--- src/rtl/soc_system_key_pkg.sv ---
// soc_system_key_pkg: shared types and defaults for the key debounce block
package soc_system_key_pkg;
    typedef enum logic {ST_STABLE, ST_COUNTING} key_state_e;
    localparam int DEBOUNCE_CYCLES_DEF = 1000000;
    localparam logic KEY_IDLE = 1'b1;
endpackage

--- src/rtl/key_debounce_channel.sv ---
// key_debounce_channel: one-bit synchroniser, stability counter and press/release strobes
module key_debounce_channel
    import soc_system_key_pkg::*;
#(
    parameter int   DEBOUNCE_CYCLES = DEBOUNCE_CYCLES_DEF,
    parameter int   CNT_W           = 20,
    parameter logic RESET_VALUE     = KEY_IDLE
) (
    input  logic clk,
    input  logic reset_n,
    input  logic key_raw,
    output logic key_db,
    output logic key_press,
    output logic key_release
);
    localparam logic [CNT_W-1:0] CNT_MAX = CNT_W'(DEBOUNCE_CYCLES - 1);
    if (DEBOUNCE_CYCLES < 2 || DEBOUNCE_CYCLES > 2**CNT_W - 1) begin : g_bad_range
        $error("DEBOUNCE_CYCLES out of range for CNT_W");
    end
    key_state_e       state, state_n;
    logic [CNT_W-1:0] cnt, cnt_n;
    logic             sync1, sync, mismatch, done, db_n, press_n, release_n;
    always_ff @(posedge clk or negedge reset_n) begin
        if (!reset_n) begin
            sync1       <= RESET_VALUE;
            sync        <= RESET_VALUE;
            state       <= ST_STABLE;
            cnt         <= '0;
            key_db      <= RESET_VALUE;
            key_press   <= 1'b0;
            key_release <= 1'b0;
        end else begin
            sync1       <= key_raw;
            sync        <= sync1;
            state       <= state_n;
            cnt         <= cnt_n;
            key_db      <= db_n;
            key_press   <= press_n;
            key_release <= release_n;
        end
    end
    assign mismatch = sync != key_db;
    assign done     = state == ST_COUNTING && mismatch && cnt == CNT_MAX;
    // cnt is 0 in STABLE, so cnt+1 also covers the STABLE->COUNTING entry value of 1
    always_comb begin
        state_n = (mismatch && !done) ? ST_COUNTING : ST_STABLE;
        cnt_n   = (mismatch && !done) ? cnt + 1'b1 : '0;
    end
    always_comb begin
        db_n      = done ? sync : key_db;
        press_n   = done && !sync;
        release_n = done && sync;
    end
endmodule

--- src/rtl/soc_system_key_debounce.sv ---
// soc_system_key_debounce: synchronise and debounce board keys for the PIO in_port
module soc_system_key_debounce
    import soc_system_key_pkg::*;
#(
    parameter int               WIDTH           = 4,
    parameter int               DEBOUNCE_CYCLES = DEBOUNCE_CYCLES_DEF,
    parameter int               CNT_W           = 20,
    parameter logic [WIDTH-1:0] RESET_VALUE     = {WIDTH{KEY_IDLE}}
) (
    input  logic             clk,
    input  logic             reset_n,
    input  logic [WIDTH-1:0] key_raw,
    output logic [WIDTH-1:0] key_db,
    output logic [WIDTH-1:0] key_press,
    output logic [WIDTH-1:0] key_release
);
    for (genvar i = 0; i < WIDTH; i++) begin : g_ch
        key_debounce_channel #(
            .DEBOUNCE_CYCLES(DEBOUNCE_CYCLES),
            .CNT_W          (CNT_W),
            .RESET_VALUE    (RESET_VALUE[i])
        ) u_ch (
            .clk        (clk),
            .reset_n    (reset_n),
            .key_raw    (key_raw[i]),
            .key_db     (key_db[i]),
            .key_press  (key_press[i]),
            .key_release(key_release[i])
        );
    end
endmodule
--- config.mk ---
export PLATFORM = sky130hd
export DESIGN_NAME = soc_system_key_debounce
export DESIGN_NICKNAME = d
export VERILOG_FILES = /design/src/rtl/soc_system_key_pkg.sv /design/src/rtl/key_debounce_channel.sv /design/src/rtl/soc_system_key_debounce.sv
export SDC_FILE = /design/constraint.sdc
export NUM_CORES = 1
export LEC_CHECK = 0
export ABC_AREA = 1
export CORE_ASPECT_RATIO = 0.75
export CORE_MARGIN = 1.5
export CORE_UTILIZATION = 55
export DETAILED_ROUTE_END_ITERATION = 8
export DONT_BUFFER_PORTS = 1
export MAX_ROUTING_LAYER = met4
export PLACE_DENSITY = 0.67
export SYNTH_ARGS = -nofsm -noshare
export SYNTH_HDL_FRONTEND = slang
export SYNTH_SLANG_ARGS = --single-unit
--- constraint.sdc ---
create_clock -name clk -period 2.1 [get_ports clk]
set_clock_uncertainty 0.2 [all_clocks]
set_input_delay 0.105 -clock clk [delete_from_list [all_inputs] [get_ports clk]]
set_output_delay 0.105 -clock clk [all_outputs]
set_load 0.02 [all_outputs]
==> qor.csv <==
stage,metric,value,unit
run_status,status,"finished, violations left",
run_status,violations,hold timing,
placed_design,dp_slack,133,ps
clock_network,htreeDepth,3,
placed_design,port_buffers,0,
timing,fin_crit,1900,ps
synth,synth_cell_types,24,
synth,synthesis.area,0.00584,mm^2
grt,grt_antenna_before_repair,0,
timing,final_min_period_over_clock_period,90.5,%
timing,setup_ws,200,ps
clock_network,insertion_delay,350,ps
grt,grt_pass1_wl,20400,um
routing,drt_iter0_drc,335,
floorplan,num_rows,32,
critical_path,crit_arrival,1930,ps
power_and_ir_drop,sequentialPowerShare,54.4,%
floorplan,initial_core_util,56.8,%
grt,grtUsageMet1,32.8,%
floorplan,die_h,92.3,um
timing,setup_tns,0,ps
critical_path,slowest_delay,420,ps
floorplan,die_x,122,um
placed_design,dp.cells,908,
clock_network,cts_buffer_depth,2,
finish,nets,797,
finish,fin_cells,928,
floorplan,core-area,0.0103,mm^2
power_and_ir_drop,vdd_drop_max,0.404,mV
power_and_ir_drop,switchingPower,850,uW
grt,grt_max_degree,105,
routing,first_pass_iters,6,
synth,yosysTopAreaCell,dfrtp_1,
routing,drc,0,
power_and_ir_drop,switching_share,22.4,%
placed_design,placed_area,0.00584,mm^2
critical_path,crit_family,simple AND/OR/NAND/NOR gates,
critical_path,cp_slowest_cell,dfrtp_1,
floorplan,ios,18,
power_and_ir_drop,p_comb_share,2.9,%
clock_network,clkTransAtPathRegs,70,ps
timing,max_clock_freq,0.526,GHz
clock_network,cts_tree,yes,
grt,grt_pass1_vias,4446,
routing,wl_per_cell,12.4,um
power_and_ir_drop,pwr-share-clk,42.7,%
finish,design_area,0.00618,mm^2
power_and_ir_drop,p_int,2.94,mW
timing,rsz0062_at_grt,false,
timing,tightest_slew,464,ps
floorplan,die-area,0.0113,mm^2
critical_path,cp.required,2130,ps
grt,overflow,0,
synth,yosysTopAreaCellShare,39.4,%
critical_path,endpoint_kind,flop,
synth,ys_ff_latch,104,
power_and_ir_drop,p_leak,2.67,nW
clock_network,cts.hold.buffers_added,4,
grt,grt.met2_usage,34.8,%
critical_path,start_kind,flop,
clock_network,cts-root-buf,clkbuf_16,
synth,syn_inst,788,
critical_path,cp.buffers_inverters,1,
flow_run,cap_viol_max_count,0,
finish,final_common_cell,nand2_1,
worst_hold_path,min_path_type,in2async,
routing,wl,11500,um
finish,final_cell_mix,"nand2_1, nor2_1, inv_1",
placed_design,dp_hpwl,8230,um
synth,synth_area_per_cell,7.41,um^2
routing,ant_nets,0,
timing,maxSlewViolCount,0,
synth,synth_area_leaders,"dfrtp_1, nand2_1, nor2_1",
grt,grt.met3_usage,5.16,%
finish,area_growth_syn_to_layout,5.83,%
power_and_ir_drop,p_per_area,614,mW/mm^2
critical_path,cp_num_cells,8,
critical_path,crit_type,reg2reg,
synth,synthesis.nets,798,
placed_design,place_congestion,0.940,
timing,fin_hold_ws,-759,ps
routing,vias,4715,
routing,via_per_inst,5.08,
timing,finalSetupViolCount,0,
clock_network,post_cts_buffers,0,
grt,busiest_layer,met2,
critical_path,cp_max_fo,21,
critical_path,r2r_cells,8,
timing,report.final.hold_viol_count,104,
clock_network,clock-sinks,104,
finish,drive_gt1_share,9.09,%
clock_network,cts_buffers,9,
grt,grt_usage,23.5,%
synth,ys_warn_count,0,
critical_path,crit_path_cell_trace,"ha_1, inv_1, nor2_4, nand2_1, nor2_1, nand2_1, nand2_4, nor2_1",
timing,maxSlewHeadroom,68.8,%
finish,diodes,0,
synth,seq_area_frac_synth,44.8,%
-- sequential cells by signal (all words and copies together), names as in the netlist --
signal / count
g_ch.u_ch.cnt: 80
g_ch.u_ch.key_db: 4
g_ch.u_ch.key_press: 4
g_ch.u_ch.key_release: 4
g_ch.u_ch.state: 4
g_ch.u_ch.sync: 4
g_ch.u_ch.sync1: 4
-- worst reg2reg max path, cell delays in order (launching register included) --
cell     delay [ps]
dfrtp_1         420
ha_1            250
inv_1           110
nor2_4          150
nand2_1          70
nor2_1          140
nand2_1         130
nand2_4         230
nor2_1           90
-- what timing repair did --
| action | CTS | global route |
|---|---|---|
| resized for setup | 0 | 2 |
| hold endpoints to repair | 108 | 104 |
| setup endpoints to repair | 0 | 23 |
-- power groups by stage --
stage	combinational, mW	sequential [mW]	clock [mW]
after floorplan	0.0975	2.10	0
after global placement	0.0970	2.10	0
after detailed placement	0.101	2.10	0
after CTS	0.108	2.06	1.66
after global routing	0.125	2.07	1.73
final	0.108	2.06	1.62
-- per-layer routing --
layer / vias up / part of all wire, %
met5: - / 0
met4: 0 / 0.87
met3: 13 / 6.0
met2: 143 / 44
met1: 2172 / 49
li1: 2387 / -
-- final cells by class --
type,instances,area (um^2)
Clock buffer,11,253
Tap cell,136,170
Sequential cell,104,2620
Inverter,98,368
Timing Repair Buffer,8,70.1
Fill cell,925,4110
Multi-Input combinational cell,566,2670
Clock inverter,5,31.3
-- worst paths after layout --
check | startpoint | to | slack (ps)
worst min register to register | g_ch[1].u_ch.sync1 | g_ch[1].u_ch.sync | 160
min in group clk | key_raw[1] | g_ch[1].u_ch.sync1 | 90
max in group asynchronous | reset_n | g_ch[0].u_ch.key_db | 2200
worst min-delay path | reset_n | g_ch[3].u_ch.cnt[13] | -760
worst max register to register | g_ch[2].u_ch.cnt[0] | g_ch[2].u_ch.cnt[17] | 200
worst max-delay path | g_ch[2].u_ch.cnt[0] | g_ch[2].u_ch.cnt[17] | 200
-- Yosys cell counts (all sizes together) --
cell / n
nand2: 222
nor2: 200
inv: 98
dfrtp: 92
nand3: 52
xor2: 32
buf: 20
nor3: 17
dfstp: 12
nand4: 12
xnor2: 10
o21bai: 7
and2: 5
ha: 4
nand3b: 3
o21ai: 2
-- logic make-up (layout without fill, tap and decap cells) --
family / after synthesis / after routing / synth area share, %
flops: 104 / 104 / 44.8
xor+xnor: 42 / 42 / 6.30
compound gates: 9 / 9 / 1.07
buf+inv: 118 / 122 / 9.68
simple gates: 511 / 511 / 37.3
fa+ha+maj: 4 / 4 / 0.857
-- stage by stage --
stage          total power [mW]  util (%)
4_1_cts                    3.84      59.9
3_5_place_dp               2.20      56.8
6_report                   3.79      60.1
5_1_grt                    3.93      60.1
2_1_floorplan              2.20         -
3_3_place_gp               2.20      56.8
(Power assumes the default switching activity.)
